==> src/rtl/seq_divider.sv <==
// seq_divider: multi-cycle unsigned restoring divider.
// One trial subtraction per clock (adder with inverted divisor, carry-in 1),
// WIDTH iterations per division; divide-by-zero short-circuits to DONE.
module seq_divider #(
   parameter int WIDTH = 64,
   parameter int CNT_W = $clog2(WIDTH + 1)
) (
   input  logic             clk,
   input  logic             reset_n,
   input  logic             start,
   input  logic [WIDTH-1:0] dividend,
   input  logic [WIDTH-1:0] divisor,
   output logic             busy,
   output logic             done,
   output logic [WIDTH-1:0] quotient,
   output logic [WIDTH-1:0] remainder,
   output logic             div_by_zero
);

   typedef enum logic [1:0] {IDLE, RUN, DONE} state_t;

   state_t           state, state_nxt;
   logic [WIDTH-1:0] d_reg, q_reg, r_reg;
   logic [CNT_W-1:0] cnt;

   logic [WIDTH-1:0] r_shift;
   logic [WIDTH:0]   trial;
   logic             fits;
   logic [WIDTH-1:0] r_next, q_next;
   logic             last_iter;

   // One restoring step: shift in next dividend bit, trial-subtract the divisor
   always_comb begin
      r_shift   = {r_reg[WIDTH-2:0], q_reg[WIDTH-1]};
      // {0,R'} - {0,D} as an add of the inverted divisor with carry-in 1;
      // the extra top bit is the borrow, so all-ones operands cannot overflow
      trial     = {1'b0, r_shift} + {1'b1, ~d_reg} + {{WIDTH{1'b0}}, 1'b1};
      fits      = ~trial[WIDTH];
      r_next    = fits ? trial[WIDTH-1:0] : r_shift;
      q_next    = {q_reg[WIDTH-2:0], fits};
      last_iter = (cnt == CNT_W'(WIDTH - 1));
   end

   // State register
   always_ff @(posedge clk or negedge reset_n) begin
      if (!reset_n) begin
         state <= IDLE;
      end else begin
         state <= state_nxt;
      end
   end

   // Next-state and status outputs
   always_comb begin
      state_nxt = state;
      busy      = 1'b0;
      done      = 1'b0;
      case (state)
         IDLE: begin
            if (start) begin
               state_nxt = (divisor == '0) ? DONE : RUN;
            end
         end
         RUN: begin
            busy = 1'b1;
            if (last_iter) begin
               state_nxt = DONE;
            end
         end
         DONE: begin
            done      = 1'b1;
            state_nxt = IDLE;
         end
         default: state_nxt = IDLE;
      endcase
   end

   // Operand capture, iteration datapath and result registers
   always_ff @(posedge clk or negedge reset_n) begin
      if (!reset_n) begin
         d_reg       <= '0;
         q_reg       <= '0;
         r_reg       <= '0;
         cnt         <= '0;
         quotient    <= '0;
         remainder   <= '0;
         div_by_zero <= 1'b0;
      end else begin
         case (state)
            IDLE: begin
               if (start) begin
                  d_reg       <= divisor;
                  q_reg       <= dividend;
                  r_reg       <= '0;
                  cnt         <= '0;
                  div_by_zero <= (divisor == '0);
                  // zero divisor skips RUN, so its results are written here
                  if (divisor == '0) begin
                     quotient  <= '1;
                     remainder <= dividend;
                  end
               end
            end
            RUN: begin
               r_reg <= r_next;
               q_reg <= q_next;
               cnt   <= cnt + CNT_W'(1);
               if (last_iter) begin
                  quotient  <= q_next;
                  remainder <= r_next;
               end
            end
            default: ;
         endcase
      end
   end

endmodule

==> config.mk <==
export PLATFORM = sky130hd
export DESIGN_NAME = seq_divider
export DESIGN_NICKNAME = d
export VERILOG_FILES = /design/src/rtl/seq_divider.sv
export SDC_FILE = /design/constraint.sdc
export NUM_CORES = 1
export LEC_CHECK = 0
export CORE_AREA = 3 3 205 207
export DETAILED_ROUTE_END_ITERATION = 6
export DIE_AREA = 0 0 208 210
export PLACE_DENSITY = 0.72
export SYNTH_ARGS = -nofsm -noshare
export SYNTH_HDL_FRONTEND = slang
export SYNTH_SLANG_ARGS = --single-unit
==> constraint.sdc <==
create_clock -name clk -period 7.79 [get_ports clk]
set_input_delay 1.558 -clock clk [delete_from_list [all_inputs] [get_ports clk]]
set_output_delay 1.558 -clock clk [all_outputs]
set_load 0.02 [all_outputs]
==> summary.txt, run 1 <==
Run status
  – Status: finished, final reports clean

CTS
  – CTS sink cnt: 329
  – Clock buffer count from CTS: 38
  – Worst-path clk slew: 0.06 ns
  – Clk Latency, worst-skew pair: 0.55 ns
  – Post-cts gate resize count: 0
  – CTS tree: built
  – Post-CTS Hold Buffers: 0
  – Post-CTS Setup Inserts: 0
  – Cell chosen for the clock root: clkbuf_16
  – Clock Path Buffers: 3
  – H-Tree Depth: 2

Layout
  – Multi-input gate area: 8890 um^2
  – Area delta synth->final: 22.8%
  – Reg area: 8230 um^2
  – Final #Nets: 2472
  – FILL cells: 3639
  – Layout cells sized above 1: 4.48%
  – Antenna diodes: 0
  – Post-Route Utilization: 54.5%

STA
  – Period utilization: 69.5%
  – Final Skew: 0.0137 ns
  – Slew @ Worst Pin: 1.22 ns
  – Max Slew Vio Count: 0
  – Unrepaired setup endpoints after global routing: false
  – Slew HR: 18.6%
  – Finish-stage setup viols: 0
  – Fmax: 0.185 GHz
  – Fin Setup TNS: 0 ns
  – Final hold slack: 0.475 ns
  – Final Critical Period: 5.41 ns
  – Final Hold Vio Count: 0

Synth
  – Syn nets: 2291
  – Yosys warnings: 0
  – Yosys top cell area share: 45.7%
  – Synth Instances: 2093
  – Seq/Total Area, Yosys: 45.7%
  – Yosys top cell by area: dfrtp_1
  – Avg Cell Area, Syn: 8.60 um^2
  – Post-synth EDFFs: 0
  – Seq cells post-synth: 329
  – Mapped cell area: 18000 um^2
  – Async SR Flop Fraction: 100%
  – Post-synth cell types: 73
  – Largest cells by area after synthesis: dfrtp_1, nand2_1, o21ai_0, ha_1, a21oi_1
  – Ys flop type: dfrtp_1

Routing
  – Wirelength per Cell: 20.4 um
  – Vias per cell: 5.82
  – Post-Route WL: 57700 um
  – Detail Route Antenna Nets: 0
  – DR vias: 16500
  – Detailed Route Iter0 Violations: 1626
  – Pre-antenna DRT Iters: 7
  – Post-route DRC: 0

Global route
  – Met1 GRT Util: 39.2%
  – Number of global-route vias before repair: 15500
  – Global-route track usage on met3: 3.99%
  – Initial antenna violation count: 0
  – Gr busiest metal: met1
  – Largest net degree at the start of global routing: 174
  – Total GRT Usage: 25.7%
  – Global routing met2 resource utilization: 38.6%
  – First-pass GRT wire length: 89600 um
  – Grt total ovfl: 0

Setup path
  – CP max FO: 132
  – Crit-path cells: clkdlybuf4s50_1 > nor4_1 > nand4_1 > nor4_1 > nand3_1 > a21o_4 > inv_1 > buf_4 > o21ai_0 > a21oi_1 > a21o_1
  – Crit start category: primary input
  – CP max stage delay: 0.94 ns
  – Reg2Reg Setup Slack: 2.63 ns
  – Max stage delay cell, worst path: nor4_1
  – Kind of end point of the critical path: register
  – R2R depth: 14
  – Critical path class: in -> reg
  – Crit path DAT: 5.89 ns
  – CP most frequent cell: nor4_1
  – Reg2Reg Launch Point: q_reg[63]
  – WP buf/inv: 3
  – Worst path required time: 8.27 ns
  – R2R Path End: remainder[39]
  – Critical path's top delay family: simple AND/OR/NAND/NOR gates

Placed design
  – Dpl hpwl: 42500 um
  – IO Port Bufs: 261
  – Routability cong.: 0.930

Hold path
  – End of the worst hold path: remainder[24]
  – Worst min path class: reg -> reg
  – Hold path start: remainder[24]
  – Hold depth: 1

Die
  – Row count: 74
  – Chip height: 210 um
  – Core Area: 40600 um^2
  – Die Wd: 208 um
  – Starting density of the core: 44.4%
  – Total Die Area: 43700 um^2
  – Top Ports: 262

Power and ir drop
  – Pwr Density: 534 nW/um^2
  – Leak: 9.77 nW
  – VDD IR max: 271 uV

Run
  – MaxCap Viol Count: 0
[power by group]
group | internal (mW) | total, mW | leakage (nW) | switching [mW]
Sequential | 2.39 | 2.80 | 3.66 | 0.410
Clock | 1.07 | 1.79 | 0.619 | 0.720
Combinational | 2.58 | 7.21 | 5.49 | 4.62
[area by class of cell]
class | instances | area share [%]
Multi-Input combinational cell | 1542 | 40.2
Sequential cell | 329 | 37.2
Tap cell | 532 | 3.01
Inverter | 88 | 1.50
Clock inverter | 12 | 0.560
Timing Repair Buffer | 275 | 12.4
Clock buffer | 55 | 5.09
[synth_stat cells (6+ instances only)]
master    instances
a211oi_1         32
a21o_1           64
a21oi_1         122
a31oi_1          91
and3_1           18
buf_1            13
buf_2            10
buf_6             6
clkbuf_1        101
dfrtp_1         329
ha_1             66
inv_1            88
mux2i_1          37
nand2_1         374
nand2b_1          8
nand3_1          53
nand4_1          29
nor2_1          158
nor2b_1           8
nor4_1           19
o211ai_1         14
o21a_1           10
o21ai_0         238
o21ai_1          26
o21bai_1         16
o31a_1            6
o31ai_1           6
or3_1            15
xnor2_1          32
xor2_1           25
[metal layers]
layer	wire, um	vias up
met3	4140	83
met2	25000	637
met4	1220	0
li1	-	7718
met1	27300	8044
met5	0	-
[cell usage in the layout, fill, tap and decap left out, types with 7 or more instances in the layout]
cell type	instances
nor4_1	19
a211oi_1	32
clkdlybuf4s50_1	260
nand4_1	29
or3_1	15
clkinv_2	7
nand3_1	53
clkbuf_16	39
o21a_1	10
o21bai_1	16
dfrtp_1	329
a21oi_1	122
nor2_1	157
o21ai_0	238
o211ai_1	14
o21ai_1	26
clkbuf_8	9
nand2b_1	7
and3_1	18
clkbuf_1	7
mux2i_1	37
inv_1	87
nand2_1	374
buf_4	13
a21o_1	63
nor2b_1	8
ha_1	66
xnor2_1	32
a31oi_1	91
xor2_1	25
[worst max-delay path by stage]
stage / slack, ns / cells after the start / to / from
global route: 2.13 / 11 / remainder[20] / divisor[5]
detailed placement: 1.96 / 11 / remainder[29] / divisor[5]
CTS: 2.52 / 11 / remainder[29] / divisor[5]
finish: 2.38 / 11 / remainder[20] / divisor[5]
global placement: 2.09 / 11 / remainder[36] / divisor[48]
floorplan: 4.20 / 10 / remainder[27] / divisor[0]
[metrics by stage]
step | total power [mW] | setup slack, ns | instance area (um^2) | std cells
after floorplan | 7.75 | 4.20 | 18000 | 2093
after global placement | 9.75 | 2.09 | 20900 | 2766
after detailed placement | 9.87 | 1.96 | 20900 | 2766
after CTS | 11.7 | 2.52 | 22100 | 2833
after global routing | 12.7 | 2.13 | 22100 | 2833
final | 11.8 | 2.38 | 22100 | 2833
[cells by family after synthesis]
family                     Yosys count  share of synthesized area (%)
DFF                                329                           45.7
AOI/OAI and AO/OA                  672                           22.6
muxes                               37                           2.06
xor gates and xnor gates            57                           2.77
and+or+nand+nor                    709                           17.1
buffers and inverters              222                           5.03
adders and majority gates           67                           4.70
(Power assumes the default switching activity.)
==> run 2: changes to the inputs <==
==> constraint.sdc (replaced) <==
create_clock -name clk -period 5.5 [get_ports clk]
set_input_delay 1.1 -clock clk [delete_from_list [all_inputs] [get_ports clk]]
set_output_delay 1.1 -clock clk [all_outputs]
set_load 0.02 [all_outputs]
==> run 2 against run 1 <==
Effect of this change:
- highest routed layer is now met5
- via count grew 0.69%
- largest cell class unchanged
- routed wire length grew 2.1%
- global-route usage grew 0.68 points
- setup slack got worse by 0.96 ns
==> summary.txt, run 2 (synthesized netlist as in run 1, its figures left out) <==
Layout
  – Multi-input gate area: 8890 um^2 (unchanged)
  – Reg area: 8230 um^2 (unchanged)
  – Area delta synth->final: 23.1%
  – Commonest non-fill, non-tap cells in the layout: nand2_1, dfrtp_1, clkdlybuf4s50_1
  – Layout cells sized above 1: 4.93% (+0.46 points)
  – Post-Route Utilization: 54.7% (+0.16 points)
  – FILL cells: 3652 (+0.36%)
  – Final #Nets: 2484 (+0.49%)
  – Non-filler instance count after layout: 2845 (+0.42%)
  – Most common cell after layout, fill and taps aside: nand2_1

Setup path
  – CP max FO: 22 (-83%)
  – Reg2Reg Launch Point: q_reg[63]
  – Kind of end point of the critical path: register
  – Crit start category: register
  – R2R Path End: remainder[60]
  – Reg2Reg Setup Slack: 1.42 ns (-1.21 ns)
  – Crit path DAT: 4.55 ns (-1.34 ns)
  – Worst path required time: 5.97 ns (-2.30 ns)
  – R2R depth: 14 (unchanged)
  – Critical path class: reg -> reg

STA
  – Slew @ Worst Pin: 1.08 ns (-0.136 ns)
  – Final Critical Period: 4.08 ns
  – Fmax: 0.245 GHz
  – Unrepaired setup endpoints after global routing: false
  – Max Slew Vio Count: 0 (unchanged)
  – Final Hold Vio Count: 0 (unchanged)
  – Finish-stage setup viols: 0 (unchanged)
  – Fin Setup TNS: 0 ns (unchanged)
  – Period utilization: 74.2%
  – Slew HR: 27.7% (+9.1 points)
  – Final hold slack: 0.472 ns (-0.00338 ns)
  – Final Skew: 0.0163 ns (+0.00265 ns)

Placed design
  – IO Port Bufs: 261 (unchanged)
  – Routability cong.: 0.956 (+2.7%)
  – Placed cells: 2781 (+0.54%)
  – Dpl hpwl: 43800 um (+3.1%)

Run
  – MaxCap Viol Count: 0 (unchanged)

Power and ir drop
  – Power Total: 16.6 mW (+40%)
  – Leak: 9.81 nW (+0.41%)
  – VDD IR max: 354 uV (+31%)
  – Pwr Density: 747 nW/um^2 (+40%)

Routing
  – Detailed Route Iter0 Violations: 1528 (-6.0%)
  – DR vias: 16600 (+0.69%)
  – Vias per cell: 5.83 (+0.26%)
  – Pre-antenna DRT Iters: 5 (-2)
  – Post-route DRC: 0 (unchanged)
  – Detail Route Antenna Nets: 0 (unchanged)
  – Post-Route WL: 58900 um (+2.1%)
  – Wirelength per Cell: 20.7 um (+1.7%)

CTS
  – Post-CTS Setup Inserts: 0 (unchanged)
  – Worst-path clk slew: 0.07 ns (about the same)
  – CTS tree: built
  – Post-CTS Hold Buffers: 0 (unchanged)
  – Clock buffer count from CTS: 35 (-7.9%)
  – CTS sink cnt: 329 (unchanged)
  – Clock Path Buffers: 3 (unchanged)
  – Clk Latency, worst-skew pair: 0.55 ns (about the same)
  – H-Tree Depth: 2 (unchanged)
  – Post-cts gate resize count: 0 (unchanged)
  – Cell chosen for the clock root: clkbuf_16

Global route
  – Total GRT Usage: 26.3% (+0.68 points)
  – Largest net degree at the start of global routing: 120 (-31%)
  – Grt total ovfl: 0 (unchanged)
  – Initial antenna violation count: 3 (+3)
  – Number of global-route vias before repair: 15800 (+2.0%)
  – First-pass GRT wire length: 91300 um (+1.9%)

Die
  – Core Area: 40600 um^2 (unchanged)
  – Chip height: 210 um (unchanged)
  – Total Die Area: 43700 um^2 (unchanged)
  – Starting density of the core: 44.4% (unchanged)
  – Row count: 74 (unchanged)
  – Top Ports: 262 (unchanged)
  – Die Wd: 208 um (unchanged)

Hold path
  – Hold path start: remainder[23]
  – End of the worst hold path: remainder[23]
  – Hold depth: 1 (unchanged)
  – Worst min path class: reg -> reg

Run status
  – Status: finished, final reports clean
## run 2: cell count changes in the layout (fill, tap and decap cells not counted), sizes merged
| cell | before | now |
|---|---|---|
| buf | 15 | 30 |
| clkbuf | 55 | 51 |
| clkinv | 8 | 9 |
| clkinvlp | 1 | 0 |
| diode | 0 | 2 |
| inv | 89 | 88 |
## run 2: final cells by class
class	count	share of cell area [%]
clock buffer	51	4.67
sequential	329	37.1
clock inverter	11	0.508
tap	532	3.00
antenna	2	0.0226
multi-input combinational	1542	40.1
timing repair buffer	290	13.1
inverter	88	1.50
## run 2: worst max-delay path by stage
stage / start / to / slack [ns] / depth (start not counted)
6_report: q_reg[63] / remainder[60] / 1.42 / 14
5_1_grt: q_reg[63] / remainder[60] / 1.14 / 14
4_1_cts: q_reg[63] / remainder[60] / 1.44 / 14
3_5_place_dp: divisor[23] / remainder[25] / 1.02 / 11
3_3_place_gp: divisor[23] / remainder[20] / 0.99 / 13
2_1_floorplan: divisor[0] / remainder[27] / 2.37 / 10
## run 2: stage by stage
| stage | setup WS, ns | area (um^2) |
|---|---|---|
| 4_1_cts | 1.44 | 22200 |
| 6_report | 1.42 | 22200 |
| 5_1_grt | 1.14 | 22200 |
| 3_3_place_gp | 0.995 | 21000 |
| 2_1_floorplan | 2.37 | 18000 |
| 3_5_place_dp | 1.02 | 21000 |
## run 2: critical path, cell delays in order (launching register included)
cell       delay, ns
dfrtp_1         0.39
inv_1           0.08
ha_1            0.19
fa_1            0.41
nand2b_1        0.18
a21oi_1         0.29
o21a_1          0.23
o2111ai_1       0.14
a21oi_1         0.21
o211a_1         0.25
or2_2           0.60
buf_4           0.37
mux2i_1         0.10
or3b_1          0.39
o21ai_1         0.14
## run 2: where the power goes
| group | leakage, nW | switching (mW) | internal (mW) |
|---|---|---|---|
| Clock | 0.575 | 0.987 | 1.40 |
| Sequential | 3.66 | 0.641 | 3.38 |
| Combinational | 5.57 | 6.42 | 3.74 |
## run 2: per-layer routing
metal | vias up | share of wire (%) | track usage, %
met3 | 105 | 8.9 | 5.45
met2 | 747 | 42 | 37.8
li1 | 7732 | - | -
met5 | - | 0.029 | 0
met4 | 2 | 3.3 | 9.04
met1 | 8009 | 46 | 39.7
